<file path="config.mk">
export PLATFORM = sky130hd
export DESIGN_NAME = instr_fetch_sequencer
export DESIGN_NICKNAME = d
export VERILOG_FILES = /design/src/rtl/instr_fetch_sequencer.sv
export SDC_FILE = /design/constraint.sdc
export NUM_CORES = 1
export LEC_CHECK = 0
export ABC_AREA = 1
export BUFFER_PORTS_ARGS = -buffer_cell sky130_fd_sc_hd__buf_2
export CAP_MARGIN = 10
export CORE_ASPECT_RATIO = 0.6
export CORE_MARGIN = 2
export CORE_UTILIZATION = 61
export DETAILED_ROUTE_END_ITERATION = 6
export GPL_ROUTABILITY_DRIVEN = 0
export GPL_TIMING_DRIVEN = 1
export PLACE_DENSITY = 0.79
export SYNTH_ARGS = -nofsm -noshare
export SYNTH_HDL_FRONTEND = slang
export SYNTH_SLANG_ARGS = --single-unit
</file>
<file path="constraint.sdc">
create_clock -name Clock -period 2.7 [get_ports Clock]
set_input_delay 0 -clock Clock [delete_from_list [all_inputs] [get_ports Clock]]
set_output_delay 0 -clock Clock [all_outputs]
set_load 0.05 [all_outputs]
</file>
<file path="src/rtl/instr_fetch_sequencer.sv">
// ---------------------------------------------------------------------------
// instr_fetch_sequencer
//
// Instruction source for the 9-bit simple processor. Holds a loadable program
// memory, walks it with a program counter and hands each instruction word to
// the processor on DIN with a one-cycle Run pulse. For mvi (opcode 001) the
// immediate word follows on DIN in the next cycle. After each issue the block
// waits for Done before fetching again; the word 9'h1FF halts execution.
//
// Ports:
//   Clock   in        rising-edge clock
//   Reset   in        asynchronous, active-high reset
//   Load    in        program-memory write strobe (ignored while Busy)
//   LdAddr  in  AW    write address
//   LdData  in  9     write data
//   Start   in        begin execution from address 0 (ignored while Busy)
//   Step    in        single-step release (only with IFS_SINGLE_STEP_EN)
//   Done    in        processor instruction-complete pulse (used in WAIT only)
//   DIN     out 9     registered word to the processor
//   Run     out       registered instruction-valid pulse
//   PC      out AW    current program counter
//   Busy    out       high in ISSUE, IMM, WAIT (and STEP)
//   Halted  out       high in HALT
//
// Configuration:
//   IFS_SINGLE_STEP_EN  when defined, adds the Step port and a STEP state that
//                       holds off each fetch after Done until Step is seen.
// ---------------------------------------------------------------------------
module instr_fetch_sequencer #(
  parameter int DEPTH = 16,
  parameter int AW    = 4
) (
  input  logic          Clock,
  input  logic          Reset,
  input  logic          Load,
  input  logic [AW-1:0] LdAddr,
  input  logic [8:0]    LdData,
  input  logic          Start,
`ifdef IFS_SINGLE_STEP_EN
  input  logic          Step,
`endif
  input  logic          Done,
  output logic [8:0]    DIN,
  output logic          Run,
  output logic [AW-1:0] PC,
  output logic          Busy,
  output logic          Halted
);

  localparam logic [8:0] HALT_WORD  = 9'h1FF;
  localparam logic [2:0] OPCODE_MVI = 3'b001;

  typedef enum logic [2:0] {
    S_IDLE,
    S_ISSUE,
    S_IMM,
    S_WAIT,
`ifdef IFS_SINGLE_STEP_EN
    S_STEP,
`endif
    S_HALT
  } state_t;

  state_t        state_q, state_d;
  logic [8:0]    din_q, din_d;
  logic          run_q, run_d;
  logic [AW-1:0] pc_q, pc_d;

  logic [8:0]    mem [DEPTH];
  logic [AW-1:0] fetch_addr;
  logic [8:0]    fetch_word;
  logic          issue_req;

  // NOTE: program memory has no reset on purpose so a program survives Reset;
  // keeping it out of the reset block also lets it map onto RAM.
  always_ff @(posedge Clock) begin
    if (Load && !Busy) begin
      mem[LdAddr] <= LdData;
    end
  end

  // Single read port. Start fetches address 0, ISSUE pre-fetches the mvi
  // immediate at PC+1 (wrapping naturally in AW bits), WAIT/STEP fetch at PC.
  always_comb begin
    fetch_addr = pc_q;
    unique case (state_q)
      S_IDLE, S_HALT: fetch_addr = '0;
      S_ISSUE:        fetch_addr = pc_q + AW'(1);
      default:        fetch_addr = pc_q;
    endcase
  end

  assign fetch_word = mem[fetch_addr];

  // NOTE: every signal written here gets a default first, so no path through
  // the case leaves one unassigned and no latch is inferred.
  always_comb begin
    state_d   = state_q;
    din_d     = din_q;
    run_d     = 1'b0;
    pc_d      = pc_q;
    issue_req = 1'b0;

    unique case (state_q)
      S_IDLE, S_HALT: begin
        if (Start) begin
          pc_d      = '0;
          issue_req = 1'b1;
        end
      end
      S_ISSUE: begin
        pc_d = pc_q + AW'(1);
        if (din_q[8:6] == OPCODE_MVI) begin
          // Immediate must be on DIN in the cycle right after Run.
          din_d   = fetch_word;
          state_d = S_IMM;
        end else begin
          state_d = S_WAIT;
        end
      end
      S_IMM: begin
        pc_d    = pc_q + AW'(1);
        state_d = S_WAIT;
      end
      S_WAIT: begin
        // Start is dropped here even when it coincides with Done.
        if (Done) begin
`ifdef IFS_SINGLE_STEP_EN
          if (Step) issue_req = 1'b1;
          else      state_d   = S_STEP;
`else
          issue_req = 1'b1;
`endif
        end
      end
`ifdef IFS_SINGLE_STEP_EN
      S_STEP: begin
        if (Step) issue_req = 1'b1;
      end
`endif
      default: state_d = S_IDLE;
    endcase

    // The HALT decision is made on the edge that would otherwise enter ISSUE;
    // a HALT word is never presented and PC stays on its address.
    if (issue_req) begin
      if (fetch_word == HALT_WORD) begin
        state_d = S_HALT;
      end else begin
        din_d   = fetch_word;
        run_d   = 1'b1;
        state_d = S_ISSUE;
      end
    end
  end

  // NOTE: sequential state uses non-blocking assignments so every register
  // samples the pre-edge values regardless of statement order.
  always_ff @(posedge Clock or posedge Reset) begin
    if (Reset) begin
      state_q <= S_IDLE;
      din_q   <= '0;
      run_q   <= 1'b0;
      pc_q    <= '0;
    end else begin
      state_q <= state_d;
      din_q   <= din_d;
      run_q   <= run_d;
      pc_q    <= pc_d;
    end
  end

  assign DIN    = din_q;
  assign Run    = run_q;
  assign PC     = pc_q;
  assign Halted = (state_q == S_HALT);
`ifdef IFS_SINGLE_STEP_EN
  assign Busy   = (state_q == S_ISSUE) || (state_q == S_IMM) ||
                  (state_q == S_WAIT)  || (state_q == S_STEP);
`else
  assign Busy   = (state_q == S_ISSUE) || (state_q == S_IMM) ||
                  (state_q == S_WAIT);
`endif

endmodule

</file>
Word-level counts from Yosys, hierarchy flattened
Memory sizes are Yosys's and may differ from the RTL's.
Index checks and enable logic that the tools add are counted.

cells by class
  $add $sub $neg = 1
  eq/ne operators = 8
  muxes and demuxes = 18
  reductions and logical operators = 10

operators with widths
  operator             count
  $mux 9               4
  $pmux 4 s2           2
  $eq 9x9->1 const B   1
  $pmux 3 s3           1
  $mux 1               7
  $eq 3x1->1 const B   2
  $eq 3x2->1 const B   2
  $mux 3               2
  $add 4x1->4 const B  1
  $mux 4               1
  $reduce_or 2->1      2
  $eq 3x3->1 const B   1
  $logic_not 3->1      1
  $reduce_or 3->1      1
  $logic_or 1x1->1     2
  $ne 2x1->1 const B   1
  $ne 2x2->1 const B   1
  $pmux 1 s2           1
  $reduce_and 2->1     1
  $reduce_bool 2->1    1
  $logic_and 1x1->1    1
  $logic_not 1->1      1

storage, ports and cells
  flip-flop bits (word level) = 17
  memory bits (writable) = 144
  bits of input ports = 18
  output and inout bits = 16
  memories = 1

memory list
  memory  depth  width  read ports  clocked after memory_dff  write ports  RTL line  source
  mem     16     9      1           0                         1            69        logic [8:0] mem [DEPTH];

Longest topological paths before layout
Gate-level depths: netlist of the first run.
An unclocked memory read counts as a cell.

  depth after elaboration = 8
  mapped depth = 17
  depth with buffers taken out = 15

Worst setup path before layout of the first run
Ideal clock, no wire load.

  path kind = reg2reg
  from = register pc_q[0], in the netlist PC[0]
  to = register din_q[6], in the netlist DIN[6]
  setup time = 0.118 ns
  arrival = 2.375 ns
  required time = 2.582 ns
  slack = 0.207 ns
  cell stages (with the launch flop) = 15
  buffers on the path = 1
  clock period less this slack = 2.493 ns
  cells stage by stage = dfrtp_1 > ha_1 > xnor2_1 > o22ai_2 > inv_2 > buf_2 > nand3_1 > nand3_1 > nand2_1 > nor2_1 > nand3_1 > o21bai_4 > nand2_2 > nand2_1 > nand2_1

on the way
  longest elaborated chain between the ends = 7

ends and longest elaborated chain
  item                                                RTL line  source
  start, declared                                     67        logic [AW-1:0] pc_q, pc_d;
  start signal, assigned                              169       pc_q <= pc_d;
  $add 4x1->4                                         88        S_ISSUE: fetch_addr = pc_q + AW'(1);
  $pmux 4 s2 (*)                                      86        unique case (state_q)
  $mem_v2 16x9 (*)                                    --
  branches (longest 3 deep; another with $eq 9x9->1)  --
  $mux 9 (*)                                          146       if (issue_req) begin
  via din_d[6]                                        65        logic [8:0] din_q, din_d;
  end signal, assigned                                167       din_q <= din_d;
  end, declared                                       65

Mark *: on every way through the listed nets, which the timed path passes.
A chain may end at the register's enable or synchronous reset.

Worst setup path in the final report of the first run
  from = register state_q[0]
  to = register din_q[1], in the netlist DIN[1]

on the way
  longest elaborated chain between the ends = 8

ends and longest elaborated chain
  item                                                  RTL line  source
  start, declared                                       64        state_t state_q, state_d;
  start signal, assigned                                166       state_q <= state_d;
  branches (longest 7 deep; another with $mem_v2 16x9)  --
  $mux 9 (*)                                            146
  via din_d[1]                                          65

Marks and branches as above.

==> qor.yml, run 1 <==
placement:
  place_area_um2: 7251
  port_buffers: 33
  dp_hpwl_um: 10850
setup_path:
  worst-path-buf-inv: 4
  worst_setup_path_start_kind: "flop"
  worst_r2r_endpoint: "DIN[1]$_DFF_PP0_"
  crit_arrival_ps: 2990
  cp_max_fo: 19
  end_kind: "flop"
  critPathTopFamily: "simple AND/OR/NAND/NOR gates"
  cpMaxStageDelayCell: "dfrtp_2"
  r2r-start: "state_q[0]$_DFFE_PP0P_"
  crit_required_ps: 3060
  rrSetupSlack_ps: 70
  worst_path_largest_cell_delay_ps: 480
  crit_type: "flop to flop"
  cpMostUsedCell: "nand3_1"
  r2r_cells: 16
  cp_cell_sequence: "a21oi_4 > buf_4 > inv_1 > nand2_1 > nand2_2 > buf_12 > nand3_1 > nand3_1 > nand3_1 > nand2_1 > nor2_2 > nand3_2 > o21bai_4 > buf_6 > nand3_1 > nand2_1"
clock_network:
  path_clk_slew_ps: 70
  cts_tree: "done"
  ctsRootBufferMaster: "clkbuf_16"
  insertion_delay_ps: 430
  cts_buffer_depth: 2
  clock-sinks: 161
  cts_made_buffers: 17
  htreeDepth: 4
power_and_ir_drop:
  clockPowerShare: 0.214
  seqPwrFrac: 0.276
  p_switching_uw: 4959
  max-vdd-ir-drop_uv: 850.9
  power.share.switching: 0.4596
  power.density_nw_per_um2: 1331
  p_comb_frac: 0.510
  power.leakage_uw: 0.003179
  p_int_uw: 5832
drt:
  first_iter_violations: 858
  wl_per_cell_um: 23.61
  drt_first_pass_iters: 5
  routed_wl_um: 19320
  avgViaCountPerCell: 6.501
  vias: 5318
  antenna_left: 0
  remaining_drc_errors: 0
hold_path:
  hold_start: "LdData[4]"
  hold_path.class: "input port to flop"
  hold_end: "mem[2][4]$_DFFE_PP_"
  holdPathStages: 1
cells_and_area:
  nNetsFinal: 685
  final_cell_mix: "194 x nand3_1, 144 x edfxtp_1, 117 x nand2_1"
  nFillCells: 624
  final_cell_area_um2: 8107
  drive_gt1_frac: 0.1826
  final_common_cell: "nand3_1"
  area_delta_synth_final_pct: 17.97
  insertedDiodeCount: 0
die:
  start_util: 0.6376
  rows: 29
  die_area_um2: 12160
  die_w_um: 141.0
  die_h_um: 86.22
  pin_count: 34
  core_um2: 10780
global_routing:
  overflow: 0
  grt_pass1_wl_um: 26950
  antenna_found_initial: 0
  grtUsageMet3: 0.08122
  grt_usage: 0.3044
  use_met1: 0.4653
  grt_max_degree: 65
  use_met2: 0.4404
  grt.busiest_layer: "met1"
  grt_pass1_vias: 4695
synthesis:
  synth-seq-area-share: 0.6912
  synth_async_sr_flop_share: 0.1056
  yosysTopAreaCellShare: 0.6293
  ys_warn_count: 0
  syn_avg_cell_area_um2: 11.36
  syn_nets: 624
  synth_ff_type: "edfxtp_1"
  synth_edf_count: 144
  synth_cell_type_count: 29
  synthesis.area_um2: 6872
  synth_area_leader_cell: "edfxtp_1"
  synthCells: 605
  synth_seq_cells: 161
  synthTopCellsByArea: "edfxtp_1 63%, nand3_1 14%, nand2_1 6.6%"
sta:
  setup_violations: 0
  maxSlewHeadroom: 0.5110
  skew_ps: 10.77
  max_slew.worst_pin.slew_ps: 732.7
  layout_min_cycle_time_ps: 2632
  fin_crit_sh: 0.9747
  fmax_mhz: 380.0
  slew_violations: 0
  fin_hold_ws_ps: -2.703
  hold_violations: 4
status:
  violations: "negative hold slack"
  status: "finished, violations left"
run:
  max-cap-violations: 0
[worst max-delay path by stage]
stage | start | end | cells after the start
floorplan | PC[0]$_DFFE_PP0P_ | DIN[6]$_DFF_PP0_ | 14
global placement | state_q[2]$_DFFE_PP0P_ | DIN[1]$_DFF_PP0_ | 15
detailed placement | state_q[2]$_DFFE_PP0P_ | DIN[3]$_DFF_PP0_ | 15
CTS | state_q[2]$_DFFE_PP0P_ | DIN[1]$_DFF_PP0_ | 15
global route | PC[0]$_DFFE_PP0P_ | DIN[1]$_DFF_PP0_ | 15
finish | state_q[0]$_DFFE_PP0P_ | DIN[1]$_DFF_PP0_ | 16
[power by group through the flow]
| stage | clock, uW | combinational [uW] | sequential (uW) |
|---|---|---|---|
| finish | 2310 | 5500 | 2980 |
| global route | 2410 | 5780 | 2990 |
| CTS | 2290 | 4560 | 2970 |
| detailed placement | 0 | 4470 | 3020 |
| global placement | 0 | 4380 | 3010 |
| floorplan | 0 | 2910 | 3340 |
[flip-flops by register name (all words and copies together) (netlist names)]
name     count
DIN          9
PC           4
Run          1
mem        144
state_q      3
[cells in the mapped netlist, types with 2 or more instances]
cell type / number
nand3_1: 197
edfxtp_1: 144
nand2_1: 121
inv_1: 36
nor2_1: 24
buf_2: 17
dfrtp_1: 17
buf_4: 9
buf_6: 5
o211ai_1: 5
o21ai_0: 4
inv_2: 3
a21oi_1: 2
nand2_2: 2
nand3_2: 2
nor3_1: 2
o21ai_1: 2
o22ai_1: 2
[metal layers]
layer	part of all wire	up-vias
li1	-	2268
met1	0.40	2514
met2	0.44	476
met3	0.14	60
met4	0.025	0
met5	0	-
[repair_timing]
action,CTS,global route
hold buffers,4,1
gates resized for setup,0,25
setup buffers,0,2
endpoints found under the setup margin,0,11
endpoints found under the hold margin,53,4
[stage by stage]
| step | utilization | std cells | setup WS [ps] | power (uW) | setup TNS (ps) |
|---|---|---|---|---|---|
| global placement | 0.6728 | 773 | 214.7 | 7384 | 0 |
| CTS | 0.7287 | 809 | 32.60 | 9824 | 0 |
| global route | 0.7522 | 818 | -58.74 | 11170 | -193.8 |
| detailed placement | 0.6728 | 773 | 128.3 | 7494 | 0 |
| finish | 0.7522 | 818 | 68.35 | 10790 | 0 |
| floorplan | - | 605 | 206.7 | 6254 | 0 |
[layout make-up]
class,count,area [um^2],area share
tap,139,173.9,0.02145
clock buffer,20,467.9,0.05773
clock inverter,12,93.84,0.01158
inverter,39,147.6,0.01821
sequential,161,4753,0.5864
multi-input combinational,373,1829,0.2257
timing repair buffer,74,640.6,0.07902
[kinds of logic (layout without fill, tap and decap cells)]
kind of cell    count (synthesis)  count (layout)  synth area share
buf+inv                        71             145           0.05226
fa+ha+maj                       1               1          0.001821
compound gates                 20              20           0.02131
flops                         161             161            0.6912
simple gates                  350             350            0.2309
xor+xnor                        2               2          0.002550
Power figures use the tool's default switching activity.
==> run 2, diff against run 1 <==
==> constraint.sdc (replaced) <==
create_clock -name Clock -period 2.7 [get_ports Clock]
set_input_delay 0 -clock Clock [delete_from_list [all_inputs] [get_ports Clock]]
set_output_delay 0 -clock Clock [all_outputs]
set_load 0.1 [all_outputs]
==> qor.yml, run 2 (synthesized netlist as in run 1, its figures left out) <==
drt:
  remaining_drc_errors: 0
  vias: 5149
  wl_per_cell_um: 22.07
  drt_first_pass_iters: 5
  routed_wl_um: 18030
  first_iter_violations: 921
  antenna_left: 0
  avgViaCountPerCell: 6.302
sta:
  max_slew.worst_pin.slew_ps: 641.9
  fin_crit_sh: 0.9916
  skew_ps: 11.11
  hold_violations: 0
  maxSlewHeadroom: 0.5716
  slew_violations: 0
  worst_slack_ps: 22.63
  layout_min_cycle_time_ps: 2677
  finalSetupTns_ps: 0
  setup_violations: 0
  fmax_mhz: 373.5
die:
  rows: 29
  die_area_um2: 12160
  start_util: 0.6376
  core_um2: 10780
  die_w_um: 141.0
  die_h_um: 86.22
  pin_count: 34
global_routing:
  grt_max_degree: 59
  antenna_found_initial: 0
  overflow: 0
  grt_usage: 0.2992
  grt_pass1_wl_um: 26410
  grt_pass1_vias: 4722
clock_network:
  insertion_delay_ps: 430
  cts_buffer_depth: 2
  clock-sinks: 161
  htreeDepth: 4
  cts_made_buffers: 17
  cts_tree: "done"
  path_clk_slew_ps: 70
  ctsRootBufferMaster: "clkbuf_16"
  post_cts_buffers: 0
run:
  max-cap-violations: 0
setup_path:
  cp_max_fo: 26
  r2r-start: "state_q[1]$_DFFE_PP0P_"
  crit_required_ps: 3020
  worst_setup_path_start_kind: "flop"
  end_kind: "flop"
  startpoint: "state_q[1]$_DFFE_PP0P_"
  crit_type: "flop to flop"
  crit_arrival_ps: 3000
cells_and_area:
  final_common_cell: "nand3_1"
  largest-register: "mem"
  insertedDiodeCount: 0
  final_cell_mix: "190 x nand3_1, 144 x edfxtp_1, 116 x nand2_1"
  final_cells: 817
  nNetsFinal: 684
  drive_gt1_frac: 0.1932
  area_delta_synth_final_pct: 18.77
  finalCoreUtilization: 0.7573
  nFillCells: 648
  final_cell_area_um2: 8162
  largest_reg_flops: 144
status:
  status: "complete, no violations"
placement:
  dpl.cell_count: 773
  pre_cts_ws_ps: 78.45
  port_buffers: 33
  place_area_um2: 7271
  dp_hpwl_um: 10740
power_and_ir_drop:
  power.leakage_uw: 0.003197
  power.density_nw_per_um2: 1356
  max-vdd-ir-drop_uv: 873.7
hold_path:
  hold_start: "LdData[8]"
  hold_path.class: "input port to flop"
==> run 2: cell types whose count changed in the layout (fill, tap and decap cells not counted), sizes merged <==
cell and change:
clkbuf +1, buf -3, clkinv -2, dlygate4sd3 +3
==> run 2: worst max-delay path: stages (launching register included) <==
cell and delay [ps]:
dfrtp_2 430, inv_1 100, nand3_4 110, nand2_4 100, nand2_2 220, buf_12 210, nand2_1 100, nand3_2 80
nand3_1 120, nand3_1 150, nand2_1 130, nor2_2 140, nand3_2 120, o21bai_4 240, nand2_4 120, nand2_1 110
nand2_1 60
==> run 2: metal layers <==
metal  wire, um  global-route usage  up-vias  part of all wire
li1           -                   -     2275                 -
met1       7214              0.4247     2473              0.40
met2       8298              0.4514      363              0.46
met3       2167             0.09448       38              0.12
met4        347             0.09545        0             0.019
met5          0                   0        -                 0
==> run 2: layout make-up <==
type / instances / area (um^2) / share of cell area
clock inverters: 10 / 81.33 / 0.009965
flip-flops and latches: 161 / 4756 / 0.5827
well taps: 139 / 173.9 / 0.02131
multi-input cells: 373 / 1848 / 0.2264
clock buffers: 22 / 539.3 / 0.06607
repair buffers: 73 / 614.3 / 0.07527
inverters: 39 / 148.9 / 0.01824
==> run 2: final timing paths <==
| kind | to | slack (ps) | cells past startpoint |
|---|---|---|---|
| setup / recovery | DIN[4]$_DFF_PP0_ | 20 | 16 |
| hold / removal | mem[14][8]$_DFFE_PP_ | 10 | 1 |
| setup reg to reg | DIN[4]$_DFF_PP0_ | 20 | 16 |
| hold reg to reg | DIN[5]$_DFF_PP0_ | 520 | 2 |
| max in group asynchronous | state_q[0]$_DFFE_PP0P_ | 2030 | 3 |
| min in group asynchronous | DIN[6]$_DFF_PP0_ | 210 | 3 |
==> run 2: report_power, final <==
group	leakage, uW	switching (uW)	internal [uW]
sequential	0.00150	117	2870
clock	0.000306	1020	1440
combinational	0.00139	4020	1610
==> run 2: metrics by stage <==
step           hold slack [ps]  power (uW)
2_1_floorplan           -74.07        6648
3_3_place_gp             106.5        7828
3_5_place_dp             115.5        7946
4_1_cts                  3.772       10440
5_1_grt                  10.73       11510
6_report                 12.16       11070
==> run 2: what timing repair did <==
action,in CTS,in global routing
setup endpoints to repair,0,10
hold buffers,7,1
hold endpoints to repair,87,4
gates resized for setup,0,31
==> run 3, diff against run 2 <==
--- a/config.mk
+++ b/config.mk
@@ -10,11 +10,12 @@
 export CAP_MARGIN = 10
 export CORE_ASPECT_RATIO = 0.6
 export CORE_MARGIN = 2
-export CORE_UTILIZATION = 61
+export CORE_UTILIZATION = 63
+export CTS_BUF_LIST = sky130_fd_sc_hd__clkbuf_8
 export DETAILED_ROUTE_END_ITERATION = 6
 export GPL_ROUTABILITY_DRIVEN = 0
 export GPL_TIMING_DRIVEN = 1
-export PLACE_DENSITY = 0.79
+export PLACE_DENSITY = 0.82
 export SYNTH_ARGS = -nofsm -noshare
 export SYNTH_HDL_FRONTEND = slang
 export SYNTH_SLANG_ARGS = --single-unit
==> qor.yml, run 3 (synthesized netlist as in run 1, its figures left out) <==
cells_and_area:
  nNetsFinal: 693
  largest-register: "mem"
  final_cell_mix: "196 x nand3_1, 144 x edfxtp_1, 118 x nand2_1"
  area_delta_synth_final_pct: 16.93
  nFillCells: 627
  final_cells: 826
  final_common_cell: "nand3_1"
  largest_reg_flops: 144
  insertedDiodeCount: 0
  drive_gt1_frac: 0.1820
setup_path:
  cp_max_fo: 38
  worst_path_largest_cell_delay_ps: 480
  worst-path-buf-inv: 4
  worst_setup_path_start_kind: "flop"
  cpMaxStageDelayCell: "dfrtp_2"
  critPathTopFamily: "simple AND/OR/NAND/NOR gates"
  end_kind: "flop"
  crit_arrival_ps: 2980
  cp_cell_sequence: "a21oi_2 > buf_4 > inv_1 > nand2_1 > nand2_1 > buf_12 > nand3_1 > nand3_1 > nand3_1 > nand2_1 > nor2_1 > nand3_2 > o21bai_4 > buf_6 > nand3_1 > nand2_1"
  crit_required_ps: 3100
  crit_type: "flop to flop"
global_routing:
  grt_pass1_wl_um: 26590
  overflow: 0
  antenna_found_initial: 0
  grt_max_degree: 65
  grt_pass1_vias: 4877
  grt_usage: 0.3046
drt:
  antenna_left: 0
  wl_per_cell_um: 22.21
  avgViaCountPerCell: 6.366
  wl_met1_um: 6961
  remaining_drc_errors: 0
  wl_met3_um: 2840
  first_iter_violations: 849
  top_layer: "met4"
  vias: 5258
  routed_wl_um: 18350
  drt_first_pass_iters: 6
  met2RoutedLength_um: 8187
clock_network:
  cts_made_buffers: 17
  clock-sinks: 161
  insertion_delay_ps: 460
  htreeDepth: 4
  ctsRootBufferMaster: "clkbuf_8"
  cts_buffer_depth: 2
  path_clk_slew_ps: 100
  cts_tree: "done"
sta:
  fin_crit_sh: 0.9530
  slew_violations: 0
  fmax_mhz: 388.7
  hold_violations: 0
  layout_min_cycle_time_ps: 2573
  setup_violations: 0
  skew_ps: 12.17
  max_slew.worst_pin.slew_ps: 680.4
  maxSlewHeadroom: 0.5459
die:
  start_util: 0.6486
  rows: 29
  core_um2: 10600
  pin_count: 34
  die_area_um2: 11790
  die_h_um: 84.90
  die_w_um: 138.8
power_and_ir_drop:
  power.leakage_uw: 0.003137
  max-vdd-ir-drop_uv: 1255
  power.density_nw_per_um2: 1300
  total_power_uw: 10440
placement:
  port_buffers: 33
  dp_hpwl_um: 10820
  dpl.cell_count: 773
hold_path:
  hold_path.class: "input port to flop"
run:
  max-cap-violations: 0
status:
  status: "complete, no violations"
==> run 3: changes by cell type in the layout (fill, tap and decap cells not counted), moves of 4 or more <==
cell,delta
clkbuf_16,-20
clkbuf_8,+15
nand3_1,+6
nand3_2,-6
dlygate4sd3_1,+4
==> run 3: path summary, 6_finish.rpt <==
| kind | startpoint | endpoint | slack [ps] | depth (start not counted) |
|---|---|---|---|---|
| setup reg to reg | state_q[0]$_DFFE_PP0P_ | DIN[3]$_DFF_PP0_ | 130 | 16 |
| max in group asynchronous | Reset | PC[1]$_DFFE_PP0P_ | 2030 | 3 |
| hold / removal | LdAddr[2] | mem[13][2]$_DFFE_PP_ | 130 | 3 |
| setup / recovery | state_q[0]$_DFFE_PP0P_ | DIN[3]$_DFF_PP0_ | 130 | 16 |
| min in group asynchronous | Reset | DIN[3]$_DFF_PP0_ | 180 | 3 |
| hold reg to reg | DIN[7]$_DFF_PP0_ | DIN[7]$_DFF_PP0_ | 510 | 2 |
==> run 3: timing repair <==
action	4_1_cts	5_1_grt
setup endpoints to repair	0	10
hold buffers	12	0
endpoints found under the hold margin	166	0
resized for setup	0	20
buffers inserted	0	5
==> run 3: power by group <==
part	switching [uW]	total, uW	internal (uW)
Combinational	3930	5650	1720
Sequential	128	2990	2860
Clock	950	1800	850
Total	5010	10400	5430
==> run 3: through the flow <==
| step | hold slack, ps | instance area (um^2) | util | setup slack [ps] | TNS (ps) |
|---|---|---|---|---|---|
| 6_report | 131.3 | 8035 | 0.7584 | 127.0 | 0 |
| 4_1_cts | 80.42 | 7809 | 0.7370 | 21.12 | 0 |
| 3_5_place_dp | 133.0 | 7283 | 0.6874 | 13.05 | 0 |
| 5_1_grt | 129.1 | 8035 | 0.7584 | -26.42 | -80.57 |
| 2_1_floorplan | -74.07 | 6879 | - | 42.96 | 0 |
| 3_3_place_gp | 105.2 | 7283 | 0.6874 | 143.2 | 0 |
==> run 3: tightest hold or removal path, stage by stage <==
cell and delay, ps:
buf_2 120, nand2_1 120, nor2_1 160
==> run 3: metal layers <==
metal	vias to the layer above	GRT usage
met2	448	0.4366
met3	40	0.1016
met4	0	0.1084
met1	2489	0.4450
li1	2281	-
met5	-	0
==> run 3: area by class of cell <==
type | count | area (um^2) | area share
Inverter | 39 | 151.4 | 0.01884
Clock buffer | 17 | 234.0 | 0.02912
Tap cell | 139 | 173.9 | 0.02164
Timing Repair Buffer | 82 | 723.2 | 0.09000
Clock inverter | 15 | 171.4 | 0.02133
Multi-Input combinational cell | 373 | 1827 | 0.2273
Sequential cell | 161 | 4755 | 0.5917
